## src/rtl/seq_mag_cmp.sv

```systemverilog
// Digit-serial MSB-first unsigned magnitude comparator with a start/ready/done handshake.
// Optional macro SEQ_MAG_CMP_EARLY_EXIT_EN stops at the first differing digit; otherwise latency is fixed at N digits.
module seq_mag_cmp #(
  parameter  int W  = 8,
  parameter  int D  = 2,
  localparam int N  = W / D,
  localparam int CW = $clog2(N + 1)
) (
  input  logic          clk,
  input  logic          reset_n,
  input  logic          start,
  input  logic [W-1:0]  a,
  input  logic [W-1:0]  b,
  output logic          ready,
  output logic          done,
  output logic          agtb,
  output logic          aeqb,
  output logic          altb,
  output logic [CW-1:0] digits
);

  typedef enum logic [1:0] {
    ST_IDLE = 2'd0,
    ST_RUN  = 2'd1,
    ST_DONE = 2'd2
  } state_t;

  state_t          state_q, state_d;
  logic [W-1:0]    a_sr_q, a_sr_d;
  logic [W-1:0]    b_sr_q, b_sr_d;
  logic [CW-1:0]   idx_q, idx_d;
  logic            done_q, done_d;
  logic            agtb_q, agtb_d;
  logic            aeqb_q, aeqb_d;
  logic            altb_q, altb_d;
  logic [CW-1:0]   digits_q, digits_d;

  logic [D-1:0]    dig_a, dig_b;
  logic            dig_ne, dig_gt, last_dig;
  logic            stop, res_ne, res_gt;
  logic [CW-1:0]   dig_cnt;

  assign dig_a    = a_sr_q[W-1 -: D];
  assign dig_b    = b_sr_q[W-1 -: D];
  assign dig_ne   = (dig_a != dig_b);
  assign dig_gt   = (dig_a > dig_b);
  assign last_dig = (idx_q == CW'(N - 1));

`ifdef SEQ_MAG_CMP_EARLY_EXIT_EN
  assign stop    = dig_ne | last_dig;
  assign res_ne  = dig_ne;
  assign res_gt  = dig_gt;
  assign dig_cnt = idx_q + CW'(1);
`else
  // The first differing digit is remembered so the scan can run to the end.
  logic found_q, found_d;
  logic fgt_q, fgt_d;

  assign stop    = last_dig;
  assign res_ne  = found_q | dig_ne;
  assign res_gt  = found_q ? fgt_q : dig_gt;
  assign dig_cnt = CW'(N);

  always_comb begin
    found_d = found_q;
    fgt_d   = fgt_q;
    if (state_q == ST_IDLE && start) begin
      found_d = 1'b0;
      fgt_d   = 1'b0;
    end else if (state_q == ST_RUN && !found_q && dig_ne) begin
      found_d = 1'b1;
      fgt_d   = dig_gt;
    end
  end

  always_ff @(posedge clk or negedge reset_n) begin
    if (!reset_n) begin
      found_q <= 1'b0;
      fgt_q   <= 1'b0;
    end else begin
      found_q <= found_d;
      fgt_q   <= fgt_d;
    end
  end
`endif

  always_comb begin
    state_d  = state_q;
    a_sr_d   = a_sr_q;
    b_sr_d   = b_sr_q;
    idx_d    = idx_q;
    done_d   = 1'b0;
    agtb_d   = agtb_q;
    aeqb_d   = aeqb_q;
    altb_d   = altb_q;
    digits_d = digits_q;
    case (state_q)
      ST_IDLE: begin
        if (start) begin
          a_sr_d  = a;
          b_sr_d  = b;
          idx_d   = '0;
          state_d = ST_RUN;
        end
      end
      ST_RUN: begin
        if (stop) begin
          agtb_d   = res_ne & res_gt;
          altb_d   = res_ne & ~res_gt;
          aeqb_d   = ~res_ne;
          digits_d = dig_cnt;
          done_d   = 1'b1;
          state_d  = ST_DONE;
        end else begin
          a_sr_d = a_sr_q << D;
          b_sr_d = b_sr_q << D;
          idx_d  = idx_q + CW'(1);
        end
      end
      ST_DONE: state_d = ST_IDLE;
      default: state_d = ST_IDLE;
    endcase
  end

  always_ff @(posedge clk or negedge reset_n) begin
    if (!reset_n) begin
      state_q  <= ST_IDLE;
      a_sr_q   <= '0;
      b_sr_q   <= '0;
      idx_q    <= '0;
      done_q   <= 1'b0;
      agtb_q   <= 1'b0;
      aeqb_q   <= 1'b0;
      altb_q   <= 1'b0;
      digits_q <= '0;
    end else begin
      state_q  <= state_d;
      a_sr_q   <= a_sr_d;
      b_sr_q   <= b_sr_d;
      idx_q    <= idx_d;
      done_q   <= done_d;
      agtb_q   <= agtb_d;
      aeqb_q   <= aeqb_d;
      altb_q   <= altb_d;
      digits_q <= digits_d;
    end
  end

  assign ready  = (state_q == ST_IDLE);
  assign done   = done_q;
  assign agtb   = agtb_q;
  assign aeqb   = aeqb_q;
  assign altb   = altb_q;
  assign digits = digits_q;

endmodule

```

## config.mk

```make
export PLATFORM = sky130hd
export DESIGN_NAME = seq_mag_cmp
export DESIGN_NICKNAME = d
export VERILOG_FILES = /design/src/rtl/seq_mag_cmp.sv
export SDC_FILE = /design/constraint.sdc
export NUM_CORES = 1
export LEC_CHECK = 0
export ABC_AREA = 1
export BUFFER_PORTS_ARGS = -buffer_cell sky130_fd_sc_hd__buf_2
export CORE_MARGIN = 2
export CORE_UTILIZATION = 48
export CTS_BUF_LIST = sky130_fd_sc_hd__clkbuf_16
export CTS_CLUSTER_SIZE = 28
export DETAILED_ROUTE_END_ITERATION = 6
export GPL_TIMING_DRIVEN = 0
export HOLD_SLACK_MARGIN = 0.08
export PLACE_DENSITY_LB_ADDON = 0.1
export SKIP_CTS_REPAIR_TIMING = 1
export SYNTH_ARGS = -nofsm -noshare
export SYNTH_HDL_FRONTEND = slang
export SYNTH_SLANG_ARGS = --single-unit
export TNS_END_PERCENT = 100
```

## constraint.sdc

```tcl
create_clock -name clk -period 1.5 [get_ports clk]
set_clock_uncertainty 0.2 [all_clocks]
set_input_delay 0.075 -clock clk [delete_from_list [all_inputs] [get_ports clk]]
set_output_delay 0.075 -clock clk [all_outputs]
set_load 0.1 [all_outputs]
```

* Yosys cells after proc, flatten, opt, wreduce, memory -nomap -nowiden *
Index checks and enable logic that the tools add are counted.

word-level totals
  memories kept = 0
  RAM bits = 0
  flip-flop bits (word level) = 28
  bits in latches = 0
  output and inout bits = 8
  ROM bits = 0
  logic and storage cells = 53
  input bits = 19

operators by class
  add/sub/neg operators = 1
  mux-type cells = 19
  reductions and logical operators = 10
  bitwise gates (word level) = 5
  shift-type cells = 0
  equality and inequality tests = 6
  multiply operators = 0
  divide/modulo/power cells = 0
  $lt $le $gt $ge = 1

operator list
  operator                                                               number
  8-bit two-way mux                                                      4
  8-bit one-hot mux with 2 select lines                                  2
  1-bit two-way mux                                                      7
  3-bit two-way mux                                                      2
  2-bit != test, second input constant                                   3
  3-bit one-hot mux with 2 select lines                                  1
  2-bit two-way mux                                                      2
  2-bit one-hot mux with 2 select lines                                  1
  2-bit AND reduction                                                    2
  2-bit nonzero test                                                     2
  3-bit by 1-bit adder with 3-bit output, second input constant          1
  3-bit by 2-bit equality test with 1-bit output, second input constant  1
  1-bit logical AND                                                      3
  3-bit AND reduction                                                    1
  1-bit AND                                                              2
  2-bit by 1-bit equality test with 1-bit output, second input constant  1
  2-bit > comparator                                                     1
  2-bit logical NOT                                                      1
  2-bit != test                                                          1
  1-bit inverter                                                         2
  1-bit logical NOT                                                      1
  1-bit bitwise OR                                                       1

* Depth between registers and ports, before layout *
Gate-level depths: netlist of run 1.

  depth in word-level cells = 5
  mapped depth = 9
  depth with buffers taken out = 9

* Worst setup path after synthesis of run 1 *
Ideal clock, no wire load.

  path type = flip-flop to flip-flop
  start = register state_q[0]
  end = register a_sr_q[0]
  stages on the path, launching flop included = 6
  setup slack = -1.274 ns
  library setup time = 0.126 ns
  period minus slack after synthesis = 2.774 ns
  data required time = 1.174 ns
  path buffers = 1
  arrival time = 2.448 ns
  cells stage by stage = dfrtp_1 nor2_1 nand2_1 nand2_4 buf_8 o21ai_0

on the way
  word-level cells in the longest chain between the ends = 3
  elaborated cells between the ends (all ways) = 7
  classes of those cells = eq/ne: 3; mux: 1; reduce/logical: 3

RTL lines
  item                                                                  line  RTL
  start: declaration                                                    28    state_t state_q, state_d;
  start signal: assignment                                              137   state_q <= state_d;
  2-bit logical NOT *                                                   n/a
  named net ready                                                       14    output logic ready,
  2-bit != test (no line) / 2-bit nonzero test (equally long branches)  n/a
  3-bit AND reduction (no line)                                         n/a
  end signal: assignment                                                138   a_sr_q <= a_sr_d;
  end: declaration                                                      29    logic [W-1:0] a_sr_q, a_sr_d;

Mark *: on every way through the listed nets, which the timed path passes. The rest lies on a longest branch.
A chain may end at the register's enable or synchronous reset.

* Worst setup path after layout of run 1 *
  start = register idx_q[0]
  end = register b_sr_q[4]

on the way
  word-level cells in the longest chain between the ends = 3

RTL lines
  item                                            line  RTL
  start: declaration                              31    logic [CW-1:0] idx_q, idx_d;
  start signal: assignment                        140   idx_q <= idx_d;
  3-bit by 2-bit equality test with 1-bit output  47    assign last_dig = (idx_q == CW'(N - 1));
  2-bit != test (no line)                         n/a
  3-bit AND reduction (no line)                   n/a
  end signal: assignment                          139   b_sr_q <= b_sr_d;
  end: declaration                                30    logic [W-1:0] b_sr_q, b_sr_d;

No other way between the ends.

==> flow_metrics.tcl, run 1 <==
set metrics [dict create \
    drv_cap 0 \
    dieWidth_um 57.2 \
    multi_input_area_um2 634 \
    p_leak_nw 1.04 \
    drt_iter0_markers 25 \
    grt_max_degree 29 \
    peakVddDrop_mv 1.82 \
    max_stage_delay_ns 0.39 \
    met3_usage 0.0204 \
    drt_wl_total_mm 3.31 \
    r2r_start "idx_q[0]$_DFFE_PN0P_" \
    clockRootBuffer "clkbuf_16" \
    yosys_warnings 0 \
    r2r_slack_ns -0.05 \
    diodes 0 \
    synth_compound_area_frac 0.0654 \
    synth_flop_cell "dfrtp_1" \
    hold_viol 0 \
    whs_ns 0.162 \
    gp_congestion 0.772 \
    grt.busiest_layer "met2" \
    reg2reg_depth 8 \
    dieArea_mm2 0.00327 \
    finalSetupViolCount 19 \
    cpMostUsedCell "nand2_1" \
    timing.fmax_mhz 644 \
    syn_area_mm2 0.00136 \
    drive_gt1_frac 0.312 \
    synth_top_family_by_area "simple AND/OR/NAND/NOR gates" \
    power_density_mw_per_mm2 2460 \
    htreeDepth 1 \
    hold_path.class "in2async" \
    clkTransAtPathRegs_ns 0.07 \
    ys_seq_area_frac 0.516 \
    worstPathArrival_ns 1.55 \
    preCtsSetupSlack_ns -0.172 \
    violations "negative setup slack" \
    synth_fa_ha_area_frac 0.0369 \
    finalCriticalPeriod_ns 1.55 \
    synth.largest_area_cell "dfrtp_1" \
    synth_xor_area_frac 0 \
    syn2layout_area_growth_pct 46.0 \
    yosys.area_share.simple 0.275 \
    antenna_found_initial 0 \
    dr_total_vias 1223 \
    io_pins 27 \
    synthCells 167 \
    row_count 19 \
    period_share 1.04 \
    grt_pass1_wl_mm 4.71 \
    grt_use_met1 0.242 \
    clk_path_buf_depth 2 \
    grt_util_met2 0.320 \
    start_util 0.501 \
    hpwl_mm 1.94 \
    grt_usage 0.184 \
    routed_via_density 4.85 \
    clkSinkCount 28 \
    synth.most_common_cell "nand2_1" \
    rsz0062_at_grt "true" \
    synth_area_leaders "dfrtp_1, nand2_1, o21ai_0" \
    async_flop_share 1.00 \
    cp_max_fo 8 \
    worst_pin_slew_ns 0.624 \
    nNetsFinal 245 \
    first_pass_iters 4 \
    drc_errors 0 \
    antenna_left 0 \
    grt-ovfl-total 0 \
    timing.rr.end "b_sr_q[4]$_DFFE_PN0P_" \
    synth_edf_count 0 \
    end_kind "flop" \
    synth_common_cells "nand2_1, dfrtp_1, inv_1" \
    numPortBuffers 24 \
    first_global_vias 1089 \
    startpoint_type "flop" \
    cts_made_buffers 3 \
    slew_violations 0 \
    fillers 221 \
    max_slew_margin 0.584 \
    critPathKind "reg2reg" \
    synth_mux_area_frac 0.00737 \
    synth_top_cell_area_share 0.516 \
    critPathTopFamily "flip-flops" \
    slowest_stage "dfrtp_1" \
    avgSynthCellArea_um2 8.13 \
    insertion_delay_ns 0.26 \
    seq_area_um2 701 \
    cp.buffers_inverters 2 \
    outcome "complete, but fails checks" \
    wl_per_cell_um 13.1 \
    coreArea_mm2 0.00271 \
    crit_required_ns 1.50 \
    setup_ws_ns -0.0528 \
    cp_cell_sequence "ha_2, ha_4, inv_4, nand2_4, nand2_8, clkbuf_16, nand2_1, nand2_1" \
    ys_types 19 \
    die_h_um 57.2 \
    synth-seq-cells 28 \
    cts_tree "built" \
]
-- kinds of logic after synthesis --
group                      count (synthesis)
and+or+nand+nor                           91
DFF                                       28
buffers and inverters                     25
AOI/OAI and AO/OA                         17
adders and majority gates                  4
muxes                                      1
other                                      1
-- worst max-delay path by stage --
stage	startpoint	end	slack [ns]	cells past startpoint
after global routing	idx_q[0]$_DFFE_PN0P_	b_sr_q[4]$_DFFE_PN0P_	-0.11	8
after global placement	idx_q[0]$_DFFE_PN0P_	a_sr_q[2]$_DFFE_PN0P_	-0.14	8
after CTS	idx_q[0]$_DFFE_PN0P_	b_sr_q[7]$_DFFE_PN0P_	-0.19	8
after detailed placement	idx_q[0]$_DFFE_PN0P_	idx_q[1]$_DFFE_PN0P_	-0.17	8
after floorplan	state_q[1]$_DFFE_PN0P_	idx_q[2]$_DFFE_PN0P_	-0.25	6
final	idx_q[0]$_DFFE_PN0P_	b_sr_q[4]$_DFFE_PN0P_	-0.05	8
-- report_power, final --
part,total [mW],switching [mW],internal [mW]
registers,1.29,0.201,1.08
logic,2.98,1.86,1.12
clock network,0.618,0.260,0.358
-- placed cells by master (no fill, tap or decap), types with 3 or more instances in the layout --
cell type	instances
o21ai_2	8
inv_2	3
clkbuf_16	5
inv_1	14
nor2_1	5
buf_2	24
dlygate4sd3_1	18
dfrtp_1	28
nand2_2	5
buf_4	7
nand2_1	71
nand3_1	4
o21ai_0	4
-- per-layer routing --
| layer | wire (um) | up-vias | share of wire |
|---|---|---|---|
| li1 | - | 614 | - |
| met1 | 1380 | 583 | 0.42 |
| met2 | 1820 | 22 | 0.55 |
| met3 | 86 | 4 | 0.026 |
| met4 | 27 | 0 | 0.0081 |
| met5 | 0 | - | 0 |
-- cell type report --
cell class,count,area share
multi-input combinational,115,0.320
buffer,6,0.0316
inverter,19,0.0385
timing repair buffer,49,0.197
sequential,28,0.354
clock inverter,1,0.00189
tap,31,0.0196
clock buffer,3,0.0379
-- state kept, by name, summed over array words and instances (netlist names) --
signal	flops
a_sr_q	8
b_sr_q	8
idx_q	3
state_q	2
aeqb	1
agtb	1
altb	1
digits	1
done	1
fgt_q	1
found_q	1
-- per-stage QoR --
stage | setup TNS, ns | util | total power [mW] | cell area (um2) | instances
floorplan | -5.05 | - | 3.06 | 1380 | 168
global placement | -2.53 | 0.566 | 3.45 | 1540 | 223
detailed placement | -3.11 | 0.566 | 3.52 | 1540 | 223
CTS | -3.54 | 0.596 | 4.16 | 1610 | 227
global route | -1.38 | 0.731 | 5.22 | 1980 | 252
finish | -0.513 | 0.731 | 4.88 | 1980 | 252
Note: power is estimated with default switching activity, not from simulation.
==> run 2: changes to the inputs <==
--- a/config.mk
+++ b/config.mk
@@ -8,13 +8,14 @@
 export ABC_AREA = 1
 export BUFFER_PORTS_ARGS = -buffer_cell sky130_fd_sc_hd__buf_2
 export CORE_MARGIN = 2
-export CORE_UTILIZATION = 48
+export CORE_UTILIZATION = 53
 export CTS_BUF_LIST = sky130_fd_sc_hd__clkbuf_16
 export CTS_CLUSTER_SIZE = 28
 export DETAILED_ROUTE_END_ITERATION = 6
 export GPL_TIMING_DRIVEN = 0
 export HOLD_SLACK_MARGIN = 0.08
 export PLACE_DENSITY_LB_ADDON = 0.1
+export REMOVE_ABC_BUFFERS = 1
 export SKIP_CTS_REPAIR_TIMING = 1
 export SYNTH_ARGS = -nofsm -noshare
 export SYNTH_HDL_FRONTEND = slang
==> constraint.sdc (replaced) <==
create_clock -name clk -period 1.65 [get_ports clk]
set_clock_uncertainty 0.2 [all_clocks]
set_input_delay 0.0825 -clock clk [delete_from_list [all_inputs] [get_ports clk]]
set_output_delay 0.0825 -clock clk [all_outputs]
set_load 0.1 [all_outputs]
==> flow_metrics.tcl, run 2 (synthesis results as in run 1) <==
set metrics [dict create \
    max_stage_delay_ns 0.36 \
    period_share 0.970 \
    grt_pass1_wl_mm 4.04 \
    whs_ns 0.152 \
    finalCriticalPeriod_ns 1.60 \
    die_h_um 54.6 \
    first_pass_iters 4 \
    timing.rr.end "b_sr_q[5]$_DFFE_PN0P_" \
    grt.busiest_layer "met2" \
    timing.fmax_mhz 625 \
    first_global_vias 970 \
    cp_cell_sequence "ha_2, ha_2, inv_2, nand2_4, nand2_8, buf_12, nand2_1, o21ai_0" \
    placed_area_mm2 0.00146 \
    layout_commonest_cell "nand2_1" \
    hold_viol 0 \
    drt_iter0_markers 24 \
    coreArea_mm2 0.00245 \
    p_leak_nw 0.986 \
    drv_cap 0 \
    final_util 0.745 \
    numPortBuffers 24 \
    finalSetupViolCount 0 \
    insertion_delay_ns 0.26 \
    cpMostUsedCell "ha_2" \
    peakVddDrop_mv 1.75 \
    row_count 18 \
    cp-endpoint "b_sr_q[5]$_DFFE_PN0P_" \
    cp-startpoint "idx_q[0]$_DFFE_PN0P_" \
    drive_gt1_frac 0.212 \
    syn2layout_area_growth_pct 34.7 \
    slew_violations 0 \
    grt_util_met2 0.325 \
    r2r_slack_ns 0.05 \
    power_density_mw_per_mm2 2210 \
    cp_max_fo 6 \
    mostFrequentLayoutCells "nand2_1, dfrtp_1, buf_2" \
    grt_max_degree 29 \
    setup_tns_ns 0 \
    diodes 0 \
    clkTransAtPathRegs_ns 0.07 \
    io_pins 27 \
    rsz0062_at_grt "true" \
    routed_via_density 4.88 \
    slowest_stage "dfrtp_1" \
    drc_errors 0 \
    hpwl_mm 1.61 \
    start_util 0.553 \
    met3_usage 0.0246 \
    wl_per_cell_um 12.5 \
    crit_required_ns 1.60 \
    r2r_start "idx_q[0]$_DFFE_PN0P_" \
    hold_path.class "in2reg" \
    clk_path_buf_depth 2 \
    critPathTopFamily "adder cells" \
    htreeDepth 1 \
    max_slew_margin 0.569 \
    reg2reg_depth 8 \
    drt_wl_total_mm 3.02 \
    design_area_mm2 0.00183 \
    clockRootBuffer "clkbuf_16" \
    worstPathArrival_ns 1.55 \
    cp.buffers_inverters 2 \
    grt-ovfl-total 0 \
    grt_usage 0.189 \
    clkSinkCount 28 \
    startpoint_type "flop" \
    gp_congestion 0.739 \
    antenna_found_initial 0 \
    worst_pin_slew_ns 0.646 \
    critPathKind "reg2reg" \
    path_depth 8 \
    grt_use_met1 0.240 \
    dr_total_vias 1180 \
    nNetsFinal 236 \
    dieArea_mm2 0.00298 \
    antenna_left 0 \
    cts_made_buffers 3 \
    cts_tree "built" \
    end_kind "flop" \
    largestRegisters "a_sr_q (8), b_sr_q (8), idx_q (3)" \
    dieWidth_um 54.6 \
    outcome "complete, no violations" \
]
run 2: routing by layer:
layer / up-vias / wire length (um)
met4: 0 / 31
met1: 539 / 1310
met3: 4 / 124
met2: 35 / 1550
met5: - / 0
li1: 602 / -
run 2: area by class of cell:
cell class	instances	area (um2)
Tap cell	30	37.5
Multi-Input combinational cell	116	562
Timing Repair Buffer	45	350
Inverter	19	73.8
Clock inverter	1	30.0
Clock buffer	3	75.1
Fill cell	175	626
Sequential cell	28	701
run 2: power breakdown:
part | internal, mW | leakage [nW] | switching (mW) | total [mW]
Sequential | 0.986 | 0.352 | 0.150 | 1.14
Combinational | 0.708 | 0.583 | 1.48 | 2.19
Clock | 0.483 | 0.0511 | 0.234 | 0.718
Total | 2.18 | 0.986 | 1.87 | 4.04
run 2: worst min-delay path by stage:
stage | from | to | slack [ns] | cells after the start
after global placement | reset_n | done$_DFF_PN0_ | -0.07 | 1
after CTS | reset_n | altb$_DFFE_PN0P_ | -0.34 | 1
after floorplan | reset_n | a_sr_q[0]$_DFFE_PN0P_ | -0.41 | 0
final | start | fgt_q$_DFFE_PN0P_ | 0.15 | 4
after global routing | start | fgt_q$_DFFE_PN0P_ | 0.19 | 4
after detailed placement | reset_n | done$_DFF_PN0_ | -0.06 | 1
run 2: worst register-to-register path: stages, from the launching register on:
cell     delay, ns
dfrtp_1       0.36
ha_2          0.18
ha_2          0.20
inv_2         0.06
nand2_4       0.11
nand2_8       0.08
buf_12        0.15
nand2_1       0.07
o21ai_0       0.08
run 2: through the flow:
| step | std cells | worst slack, ns | total power [mW] |
|---|---|---|---|
| after global placement | 216 | -0.113 | 2.87 |
| after CTS | 220 | -0.189 | 3.65 |
| after detailed placement | 216 | -0.172 | 2.93 |
| after floorplan | 162 | -1.20 | 2.56 |
| after global routing | 242 | -0.0182 | 4.36 |
| final | 242 | 0.0496 | 4.04 |
==> run 3: changes to the inputs <==
--- a/config.mk
+++ b/config.mk
@@ -8,7 +8,7 @@
 export ABC_AREA = 1
 export BUFFER_PORTS_ARGS = -buffer_cell sky130_fd_sc_hd__buf_2
 export CORE_MARGIN = 2
-export CORE_UTILIZATION = 53
+export CORE_UTILIZATION = 40
 export CTS_BUF_LIST = sky130_fd_sc_hd__clkbuf_16
 export CTS_CLUSTER_SIZE = 28
 export DETAILED_ROUTE_END_ITERATION = 6
==> flow_metrics.tcl, run 3 (synthesis results as in run 1) <==
set metrics [dict create \
    grt-ovfl-total 0 \
    hold_viol 0 \
    intPower_mw 1.92 \
    hpwl_mm 1.70 \
    htreeDepth 1 \
    hold_depth 4 \
    antenna_found_initial 0 \
    max_slew_margin 0.574 \
    insertion_delay_ns 0.26 \
    dr_total_vias 1136 \
    drive_gt1_frac 0.196 \
    largestRegisters "a_sr_q (8), b_sr_q (8), idx_q (3)" \
    numPortBuffers 24 \
    cts_tree "built" \
    io_pins 27 \
    row_count 21 \
    diodes 0 \
    wl_per_cell_um 10.9 \
    outcome "complete, no violations" \
    cp_max_fo 10 \
    syn2layout_area_growth_pct 31.4 \
    first_global_vias 1014 \
    drv_cap 0 \
    final_util 0.543 \
    gp_congestion 0.694 \
    hold_path.class "in2reg" \
    reg2reg_depth 7 \
    startpoint_type "flop" \
    grt_usage 0.143 \
    pwr-share-seq 0.307 \
    antenna_left 0 \
    route.met2.wl_mm 1.37 \
    drt_wl_total_mm 2.78 \
    fin_total_pwr_mw 3.70 \
    layout_commonest_cell "nand2_1" \
    timing.fmax_mhz 625 \
    r2r_start "idx_q[0]$_DFFE_PN0P_" \
    clkPwrFrac 0.146 \
    swShare 0.481 \
    first_pass_iters 4 \
    dieArea_mm2 0.00388 \
    grt_pass1_wl_mm 4.38 \
    clkSinkCount 28 \
    design_area_mm2 0.00178 \
    coreArea_mm2 0.00328 \
    dieWidth_um 62.3 \
    p_leak_nw 0.957 \
    worstPathArrival_ns 1.54 \
    grt_max_degree 29 \
    end_kind "flop" \
    whs_ns 0.146 \
    finalCriticalPeriod_ns 1.60 \
    start_util 0.413 \
    min_delay_worst_endpoint "fgt_q$_DFFE_PN0P_" \
    stdcell_count 255 \
    wl_met1_mm 1.29 \
    switchingPower_mw 1.78 \
    critPathKind "reg2reg" \
    drc_errors 0 \
    power_density_mw_per_mm2 2070 \
    preCtsSetupSlack_ns -0.163 \
    met3_length_um 73 \
    highest_layer "met4" \
    nNetsFinal 234 \
    r2r_slack_ns 0.05 \
    worst_pin_slew_ns 0.639 \
    setup_ws_ns 0.0506 \
    crit_required_ns 1.59 \
    timing.rr.end "b_sr_q[1]$_DFFE_PN0P_" \
    clockRootBuffer "clkbuf_16" \
    routed_via_density 4.45 \
    clk_path_buf_depth 2 \
    peakVddDrop_mv 0.645 \
    finalSetupViolCount 0 \
    cts_made_buffers 3 \
    clkTransAtPathRegs_ns 0.06 \
    period_share 0.969 \
    slew_violations 0 \
    die_h_um 62.3 \
    setup_tns_ns 0 \
    drt_iter0_markers 64 \
    mostFrequentLayoutCells "nand2_1, dfrtp_1, buf_2" \
    comb_power_share 0.547 \
    dp_cells 232 \
    min_from "start" \
    placed_area_mm2 0.00148 \
]
[run 3: cell count changes in the layout (fill, tap and decap cells not counted), sizes merged]
cell    previous run  this run
bufinv             1         0
clkbuf             4         3
buf               27        26
[run 3: worst max path at each step]
stage	from	slack, ns	endpoint	cells after the start
finish	idx_q[0]$_DFFE_PN0P_	0.05	b_sr_q[1]$_DFFE_PN0P_	7
global route	idx_q[0]$_DFFE_PN0P_	-0.008	b_sr_q[1]$_DFFE_PN0P_	7
CTS	idx_q[0]$_DFFE_PN0P_	-0.17	b_sr_q[2]$_DFFE_PN0P_	8
detailed placement	idx_q[0]$_DFFE_PN0P_	-0.16	b_sr_q[2]$_DFFE_PN0P_	8
global placement	idx_q[0]$_DFFE_PN0P_	-0.14	b_sr_q[2]$_DFFE_PN0P_	8
floorplan	state_q[0]$_DFFE_PN0P_	-1.20	a_sr_q[2]$_DFFE_PN0P_	6
[run 3: area by class of cell]
class                      instances  area (um2)
clock buffer                       3        75.1
fill                             328        1500
multi-input combinational        116         559
timing repair buffer              43         318
inverter                          19        73.8
sequential                        28         701
tap                               46        57.6
[run 3: routing by layer]
metal | vias up | global-route usage
met5 | - | 0
met4 | 0 | 0.0750
met3 | 5 | 0.0290
met2 | 19 | 0.230
met1 | 519 | 0.183
li1 | 593 | -
[run 3: worst max-delay path, cell delays in order (launching register included)]
cell and delay (ns):
dfrtp_1 0.38, ha_1 0.21, ha_2 0.19, inv_2 0.08, nand2_4 0.09, nand2_8 0.11, buf_12 0.13, o21ai_0 0.09
[run 3: power by group through the flow]
stage / Sequential (mW) / Combinational [mW] / Clock [mW]
after floorplan: 1.42 / 1.14 / 0
after global placement: 1.13 / 1.77 / 0
after detailed placement: 1.15 / 1.78 / 0
after CTS: 1.13 / 1.79 / 0.560
after global routing: 1.18 / 2.28 / 0.589
final: 1.13 / 2.02 / 0.541
